===== src/rtl/mem_stage.sv =====
// RV32I memory stage: load/store sequencing over a req/resp data port, load alignment
// and extension, bus watchdog, and the MEM/WB pipeline register.
module mem_stage #(
  parameter int TIMEOUT = 16,
  parameter int CNT_W   = 5
) (
  input  logic        clk,
  input  logic        reset,
  input  logic        ValidM,
  input  logic        RegWriteM,
  input  logic [1:0]  ResultSrcM,
  input  logic        MemWriteM,
  input  logic [2:0]  funct3M,
  input  logic [31:0] ALUResultM,
  input  logic [31:0] WriteDataM,
  input  logic [31:0] PCPlus4M,
  input  logic [31:0] ImmExtM,
  input  logic [4:0]  RdM,
  output logic        dmem_req,
  output logic        dmem_we,
  output logic [31:0] dmem_addr,
  output logic [3:0]  dmem_be,
  output logic [31:0] dmem_wdata,
  input  logic        dmem_ready,
  input  logic        dmem_rvalid,
  input  logic [31:0] dmem_rdata,
  output logic        StallM,
  output logic        ValidW,
  output logic        RegWriteW,
  output logic [1:0]  ResultSrcW,
  output logic [31:0] ALUResultW,
  output logic [31:0] ReadDataW,
  output logic [31:0] PCPlus4W,
  output logic [31:0] ImmExtW,
  output logic [4:0]  RdW,
  output logic        MisalignW,
  output logic        BusErrW
);

  typedef enum logic [1:0] {IDLE = 2'b00, REQ = 2'b01, RESP = 2'b10} state_e;

  state_e           state_q, state_d;
  logic [CNT_W-1:0] cnt_q, cnt_d;

  logic        is_load, is_store, access, size_ok, align_ok, legal, go, misalign;
  logic        complete, abort, req;
  logic [3:0]  be;
  logic [31:0] wdata, rd_shift, load_data;
  logic [7:0]  rd_byte;
  logic [15:0] rd_half;

  logic        valid_w_q, valid_w_d, regwrite_w_q, regwrite_w_d;
  logic        misalign_w_q, misalign_w_d, buserr_w_q, buserr_w_d;
  logic [1:0]  resultsrc_w_q, resultsrc_w_d;
  logic [31:0] aluresult_w_q, aluresult_w_d, readdata_w_q, readdata_w_d;
  logic [31:0] pcplus4_w_q, pcplus4_w_d, immext_w_q, immext_w_d;
  logic [4:0]  rd_w_q, rd_w_d;

  assign is_load  = ValidM & (ResultSrcM == 2'b01);
  assign is_store = ValidM & MemWriteM;
  assign access   = is_load | is_store;

  // Size and alignment legality of the current access
  always_comb begin
    size_ok  = 1'b0;
    align_ok = 1'b1;
    if (is_store) begin
      size_ok = (funct3M == 3'b000) | (funct3M == 3'b001) | (funct3M == 3'b010);
    end else begin
      size_ok = (funct3M == 3'b000) | (funct3M == 3'b001) | (funct3M == 3'b010) |
                (funct3M == 3'b100) | (funct3M == 3'b101);
    end
    case (funct3M[1:0])
      2'b01:   align_ok = (ALUResultM[0] == 1'b0);
      2'b10:   align_ok = (ALUResultM[1:0] == 2'b00);
      default: align_ok = 1'b1;
    endcase
  end

  assign legal    = size_ok & align_ok;
  assign go       = access & legal;
  assign misalign = access & ~legal;

  // Store byte lanes and lane-replicated write data
  always_comb begin
    be    = 4'b0000;
    wdata = 32'h0000_0000;
    case (funct3M[1:0])
      2'b00: begin
        be    = 4'b0001 << ALUResultM[1:0];
        wdata = {4{WriteDataM[7:0]}};
      end
      2'b01: begin
        be    = ALUResultM[1] ? 4'b1100 : 4'b0011;
        wdata = {2{WriteDataM[15:0]}};
      end
      2'b10: begin
        be    = 4'b1111;
        wdata = WriteDataM;
      end
      default: begin
        be    = 4'b0000;
        wdata = 32'h0000_0000;
      end
    endcase
  end

  assign rd_shift = dmem_rdata >> {ALUResultM[1:0], 3'b000};
  assign rd_byte  = rd_shift[7:0];
  assign rd_half  = ALUResultM[1] ? dmem_rdata[31:16] : dmem_rdata[15:0];

  // Load data extraction and sign/zero extension
  always_comb begin
    load_data = 32'h0000_0000;
    case (funct3M)
      3'b000:  load_data = {{24{rd_byte[7]}}, rd_byte};
      3'b100:  load_data = {24'h00_0000, rd_byte};
      3'b001:  load_data = {{16{rd_half[15]}}, rd_half};
      3'b101:  load_data = {16'h0000, rd_half};
      3'b010:  load_data = dmem_rdata;
      default: load_data = 32'h0000_0000;
    endcase
  end

  // Access sequencing: completion, watchdog abort and next state
  always_comb begin
    state_d  = state_q;
    complete = 1'b0;
    req      = 1'b0;
    abort    = 1'b0;
    case (state_q)
      IDLE: begin
        req      = go;
        complete = go & is_store & dmem_ready;
      end
      REQ: begin
        req      = 1'b1;
        complete = is_store & dmem_ready;
      end
      RESP: begin
        req      = 1'b0;
        complete = dmem_rvalid;
      end
      default: begin
        req      = 1'b0;
        complete = 1'b0;
      end
    endcase
    if (state_q != IDLE) begin
      abort = ~complete & (cnt_q == CNT_W'(TIMEOUT - 1));
    end else begin
      abort = 1'b0;
    end
    case (state_q)
      IDLE: begin
        if (go & ~complete) begin
          state_d = (dmem_ready & is_load) ? RESP : REQ;
        end else begin
          state_d = IDLE;
        end
      end
      REQ: begin
        if (complete | abort) begin
          state_d = IDLE;
        end else if (dmem_ready) begin
          state_d = RESP;
        end else begin
          state_d = REQ;
        end
      end
      RESP: begin
        if (complete | abort) begin
          state_d = IDLE;
        end else begin
          state_d = RESP;
        end
      end
      default: state_d = IDLE;
    endcase
    if ((state_q == IDLE) || (state_d == IDLE)) begin
      cnt_d = {CNT_W{1'b0}};
    end else begin
      cnt_d = cnt_q + CNT_W'(1);
    end
  end

  assign StallM     = go & ~complete & ~abort;
  assign dmem_req   = req;
  assign dmem_we    = is_store;
  assign dmem_addr  = {ALUResultM[31:2], 2'b00};
  assign dmem_be    = be;
  assign dmem_wdata = wdata;

  // MEM/WB next values: bubble while stalled, otherwise the retiring instruction
  always_comb begin
    valid_w_d     = 1'b0;
    regwrite_w_d  = 1'b0;
    misalign_w_d  = 1'b0;
    buserr_w_d    = 1'b0;
    resultsrc_w_d = 2'b00;
    aluresult_w_d = 32'h0000_0000;
    readdata_w_d  = 32'h0000_0000;
    pcplus4_w_d   = 32'h0000_0000;
    immext_w_d    = 32'h0000_0000;
    rd_w_d        = 5'd0;
    if (StallM) begin
      valid_w_d = 1'b0;
    end else begin
      valid_w_d     = ValidM;
      regwrite_w_d  = ValidM & RegWriteM & ~misalign & ~abort;
      misalign_w_d  = misalign;
      buserr_w_d    = abort;
      resultsrc_w_d = ResultSrcM;
      aluresult_w_d = ALUResultM;
      readdata_w_d  = (is_load & legal & complete) ? load_data : 32'h0000_0000;
      pcplus4_w_d   = PCPlus4M;
      immext_w_d    = ImmExtM;
      rd_w_d        = RdM;
    end
  end

  // State, watchdog counter and MEM/WB registers
  always_ff @(posedge clk) begin
    if (reset) begin
      state_q       <= IDLE;
      cnt_q         <= {CNT_W{1'b0}};
      valid_w_q     <= 1'b0;
      regwrite_w_q  <= 1'b0;
      misalign_w_q  <= 1'b0;
      buserr_w_q    <= 1'b0;
      resultsrc_w_q <= 2'b00;
      aluresult_w_q <= 32'h0000_0000;
      readdata_w_q  <= 32'h0000_0000;
      pcplus4_w_q   <= 32'h0000_0000;
      immext_w_q    <= 32'h0000_0000;
      rd_w_q        <= 5'd0;
    end else begin
      state_q       <= state_d;
      cnt_q         <= cnt_d;
      valid_w_q     <= valid_w_d;
      regwrite_w_q  <= regwrite_w_d;
      misalign_w_q  <= misalign_w_d;
      buserr_w_q    <= buserr_w_d;
      resultsrc_w_q <= resultsrc_w_d;
      aluresult_w_q <= aluresult_w_d;
      readdata_w_q  <= readdata_w_d;
      pcplus4_w_q   <= pcplus4_w_d;
      immext_w_q    <= immext_w_d;
      rd_w_q        <= rd_w_d;
    end
  end

  assign ValidW     = valid_w_q;
  assign RegWriteW  = regwrite_w_q;
  assign MisalignW  = misalign_w_q;
  assign BusErrW    = buserr_w_q;
  assign ResultSrcW = resultsrc_w_q;
  assign ALUResultW = aluresult_w_q;
  assign ReadDataW  = readdata_w_q;
  assign PCPlus4W   = pcplus4_w_q;
  assign ImmExtW    = immext_w_q;
  assign RdW        = rd_w_q;

endmodule

===== config.mk =====
export PLATFORM = sky130hd
export DESIGN_NAME = mem_stage
export DESIGN_NICKNAME = d
export VERILOG_FILES = /design/src/rtl/mem_stage.sv
export SDC_FILE = /design/constraint.sdc
export NUM_CORES = 1
export LEC_CHECK = 0
export CORE_ASPECT_RATIO = 0.5
export CORE_MARGIN = 4
export CORE_UTILIZATION = 31
export DETAILED_ROUTE_END_ITERATION = 7
export GPL_TIMING_DRIVEN = 0
export MAX_ROUTING_LAYER = met4
export PLACE_DENSITY = 0.8
export SLEW_MARGIN = 0
export SYNTH_ARGS = -nofsm -noshare
export SYNTH_HDL_FRONTEND = slang
export SYNTH_SLANG_ARGS = --single-unit

===== constraint.sdc =====
create_clock -name clk -period 2 [get_ports clk]
set_clock_uncertainty 0.15 [all_clocks]
set_input_delay 0.4 -clock clk [delete_from_list [all_inputs] [get_ports clk]]
set_output_delay 0.4 -clock clk [all_outputs]
set_load 0.02 [all_outputs]

== After elaboration in Yosys (flattened, before gate mapping) ==
Index checks and enable logic that the tools add are counted.

* Add/subtract/negate cells: 1
* Equal/unequal tests: 10
* Shifts and indexed selects: 2
* Mux-type cells: 16
* Bitwise gates (word level): 29
* Reductions and logical operators: 10

{| class="wikitable"
|+ Operators by type and width
! kind !! count
|-
| $pmux 32 s5 || 1
|-
| $pmux 32 s3 || 1
|-
| $shr 32x5->8 || 1
|-
| $and 1x1->1 || 17
|-
| $mux 16 || 1
|-
| $pmux 4 s3 || 1
|-
| $mux 2 || 5
|-
| $logic_not 2->1 || 4
|-
| $eq 2x1->1 const B || 3
|-
| $eq 3x3->1 const B || 2
|-
| $not 1->1 || 6
|-
| $or 1x1->1 || 6
|-
| $pmux 2 s3 || 1
|-
| $add 5x1->5 const B || 1
|-
| $eq 5x4->1 const B || 1
|-
| $eq 2x2->1 const B || 2
|-
| $mux 4 || 1
|-
| $pmux 1 s2 || 2
|-
| $reduce_or 2->1 || 2
|-
| $shl 1x2->4 const A || 1
|-
| $eq 3x1->1 const B || 1
|-
| $eq 3x2->1 const B || 1
|-
| $logic_not 3->1 || 1
|-
| $pmux 1 s3 || 1
|-
| 4 further kinds || 5
|}

* Register bits: 146
* Bits of input ports: 177
* Output and inout port bits: 210
* Word-level logic and storage cells: 80

== Logic depth before layout (Yosys ltp) ==
* Depth after elaboration: 20
* Mapped depth: 10
* Depth with buffers taken out: 7

== Worst setup path before layout ==
OpenSTA, ideal clock, no wires.

* Path type: in2out
* From: input port funct3M[0]
* To: output port dmem_be[3]
* Arrival time: 1.795 ns
* Slack: -0.345 ns
* Stages: 7
* Buffers on the path: 2
* Cell sequence: inv_1 > ha_1 > clkbuf_1 > and2_1 > clkbuf_1 > o21ai_0 > a21oi_1

* Word-level cells in the longest chain between the ends: 2

{| class="wikitable"
|+ Ends and longest elaborated chain
! element !! line !! text
|-
| start: declaration || 13 || <nowiki>input logic [2:0] funct3M,</nowiki>
|-
| $eq 2x2->1, or another cell as far along || 88 || <nowiki>case (funct3M[1:0])</nowiki>
|-
| $pmux 4 s3 (*) || 88 ||
|-
| end: declaration || 22 || <nowiki>output logic [3:0] dmem_be,</nowiki>
|}

Mark *: on every way between the ends. The rest lies on a longest branch, timed or not.

== Worst setup path after layout ==
* From: register cnt_q[1]
* To: output port StallM

* Word-level cells in the longest chain between the ends: 5

{| class="wikitable"
|+ Ends and longest elaborated chain
! element !! line !! text
|-
| start: declaration || 43 || <nowiki>logic [CNT_W-1:0] cnt_q, cnt_d;</nowiki>
|-
| start signal: assignment || 226 || <nowiki>cnt_q <= {CNT_W{1'b0}};</nowiki>
|-
| start signal: assignment || 239 || <nowiki>cnt_q <= cnt_d;</nowiki>
|-
| $eq 5x4->1 || 150 || <nowiki>abort = ~complete & (cnt_q == CNT_W'(TIMEOUT - 1));</nowiki>
|-
| $and 1x1->1 || 150 ||
|-
| $mux 1 || 149 || <nowiki>if (state_q != IDLE) begin</nowiki>
|-
| $not 1->1 || 187 || <nowiki>assign StallM = go & ~complete & ~abort;</nowiki>
|-
| $and 1x1->1 || 187 ||
|-
| end: declaration || 27 || <nowiki>output logic StallM,</nowiki>
|}

Every way passes these cells.

==> qor.yml <==
critical_path:
  cp_data_required_time_ps: 1450
  endpoint_kind: "output port"
  r2r_cells: 11
  arrival_ps: 1800
  r2r_setup_slack_ps: -160
  startpoint_type: "flop"
  critPathMaxStageDelay_ps: 340
  crit_path_top_delay_cell: "dfxtp_2"
  r2r-end: "RdW[0]$_SDFF_PP0_"
  path_cells: "ha_4, and3_4, ha_4, o21a_1, nor2_2, and2_4, buf_6"
  r2r-start: "cnt_q[1]$_SDFF_PP0_"
  path_common_cell: "ha_4"
  worstPathMaxFanout: 3
  critPathKind: "flop to output port"
sta:
  fin_ws_ps: -346
  slew_violations: 0
  worst_pin_slew_ps: 686
  fmax_mhz: 426
  hold_viol: 0
  rsz0062_at_grt: "true"
  setup_viol: 126
  min_period_ps: 2350
  slew_headroom_pct: 53.9
  fin_crit_sh_pct: 117
logic_synthesis:
  async_flop_share_pct: 0
  yosysTopAreaCell: "dfxtp_1"
  ys_seq_area_share_pct: 54.6
  ys.flop_type: "dfxtp_1"
  synth_top_area_share_pct: 54.6
  synth_area_leaders: "dfxtp_1 (55%), and2_1 (13%), buf_4 (4.6%)"
  syn_area_um2: 5360
  synth_cells: 531
  syn_area_per_cell_um2: 10.1
  synth-edff-count: 0
  post_synth_num_cell_types: 47
  synth_warnings: 0
  ys_ff_latch: 146
pwr:
  ir_worst_vdd_mv: 0.603
  p_per_area_nw_per_um2: 722
  seqPwrFrac_pct: 37.1
  internal_power_w: 0.00599
  comb_power_share_pct: 24.8
  clockPowerShare_pct: 38.1
  switching_share_pct: 27.9
  netSwitchingPower_w: 0.00232
  finalPower_w: 0.00831
  leakagePower_nw: 4.80
die:
  core_um2: 16600
  num_rows: 33
  dieArea_um2: 19600
  start_util_pct: 32.2
  num_io_pins: 387
  fp.dieW_um: 194
  fp.dieH_um: 101
finish:
  regArea_um2: 2930
  final_common_cell: "clkdlybuf4s50_1"
  final_layout_size_suffix_gt1_share_pct: 38.3
  mostFrequentLayoutCells: "clkdlybuf4s50_1 (302), dfxtp_1 (144), buf_4 (98), and2_4 (82), buf_6 (57)"
  multiInputGateArea_um2: 2540
  fin_util_pct: 69.1
  area_growth_syn_to_layout_pct: 115
  nets: 1178
  fill_cells: 1145
clock_network:
  h-tree-depth: 4
  ctsRootBufferMaster: "clkbuf_16"
  insertion_delay_ps: 410
  clkTransAtPathRegs_ps: 70
  cts_buffers: 17
  cts_hold_buf: 0
  cts_tree: "done"
  cts.sinks: 146
  cts.path.max_buffers: 2
routing:
  ant_nets: 0
  drcViolationCount: 0
  dr.pass1.iters: 7
  via_per_inst: 4.69
  vias: 5799
  wirelength_um: 24600
  wl_per_cell_um: 19.9
  dr.first_iter.drc_count: 312
hold_path:
  hold_class: "input pin to flop"
  min-delay-start: "ResultSrcM[0]"
  hold_path_depth: 2
  min_to: "ResultSrcW[0]$_SDFF_PP0_"
placement:
  dpl.hpwl_um: 17500
  io_buffers: 382
  gp_congestion: 0.961
global_route:
  grt.total_usage_pct: 23.5
  grt.overflow.total: 0
  grt_max_degree: 17
  antenna_found_initial: 2
  grt_first_pass_wirelength_um: 34400
  grt_pass1_vias: 5947
run_status:
  outcome: "finished with violations"
  violations: "setup timing"
job:
  cap_violations: 0
power by group through the flow:
stage / logic, W / registers [W] / clock network (W)
final: 0.00206 / 0.00308 / 0.00316
after global routing: 0.00215 / 0.00309 / 0.00336
after CTS: 0.00192 / 0.00308 / 0.00321
after detailed placement: 0.00163 / 0.00315 / 0
after global placement: 0.00161 / 0.00314 / 0
after floorplan: 0.000515 / 0.00331 / 0
registers in the layout, summed over array words and instances, names as in the netlist:
signal / cells
ALUResultW: 32
ImmExtW: 32
PCPlus4W: 32
ReadDataW: 32
RdW: 5
cnt_q: 5
ResultSrcW: 2
state_q: 2
BusErrW: 1
MisalignW: 1
RegWriteW: 1
ValidW: 1
per-layer routing:
metal / wire [um] / track usage [%] / vias up
met5: 0 / - / -
met4: 544 / 7.51 / 0
met3: 1440 / 4.81 / 55
met2: 13100 / 43.0 / 294
met1: 9510 / 26.3 / 2782
li1: - / - / 2668
kinds of logic (layout without fill, tap and decap cells):
group,Yosys count,after routing,share of synthesized area (%)
buffers and inverters,72,548,8.06
XOR/XNOR,2,2,0.327
adder cells (fa/ha/maj),6,6,1.40
multiplexers,9,9,2.10
AO/OA/AOI/OAI,92,92,12.0
AND/OR/NAND/NOR,203,203,21.5
flip-flops,146,146,54.6
other,1,4,0.0700
cell type report:
type | instances | area share, %
repair buffers | 449 | 39.6
plain buffers | 59 | 4.83
inverters | 8 | 0.457
flip-flops and latches | 146 | 25.4
diodes | 2 | 0.0435
multi-input cells | 314 | 22.1
clock inverters | 15 | 1.44
well taps | 227 | 2.47
clock buffers | 17 | 3.70
worst max-delay path: cells and delay by family (launching register included):
kind            cells  cell delay [ps]
simple gates        3              490
compound gates      1              130
flops               1              340
buf+inv             1              120
fa+ha+maj           2              320
synthesized netlist by cell type (all sizes together), types with 3 or more instances:
library cell	number
nor3	3
a222oi	7
a22o	8
mux2	8
dfxtp	146
buf	51
clkbuf	13
nor2b	3
nor3b	4
nand2	37
ha	6
and2	115
a21oi	46
a22oi	17
o21ai	7
inv	8
nor2	24
nand2b	4
how the worst max path moves through the flow:
stage	from	end
2_1_floorplan	funct3M[1]	dmem_be[3]
3_3_place_gp	funct3M[1]	dmem_wdata[0]
3_5_place_dp	funct3M[1]	dmem_wdata[0]
4_1_cts	cnt_q[1]$_SDFF_PP0_	StallM
5_1_grt	cnt_q[1]$_SDFF_PP0_	StallM
6_report	cnt_q[1]$_SDFF_PP0_	StallM
stage by stage:
step           setup TNS, ps  cell area [um^2]  hold slack (ps)  cells  setup slack (ps)
3_5_place_dp         -183350              9530              293   1141             -1480
3_3_place_gp         -169240              9530              277   1141             -1390
6_report              -15030             11500              158   1237              -346
5_1_grt               -20240             11500              144   1237              -392
4_1_cts                -5240             11100              240   1224              -280
2_1_floorplan           -276              5420              268    532             -23.4
repair_timing:
action / CTS / global route
setup endpoints to repair: 205 / 171
pin swaps: 83 / 51
buffers inserted: 41 / 21
resized for setup: 420 / 121
gates cloned: 11 / 2
No activity file was read; power rests on OpenSTA's default activity.
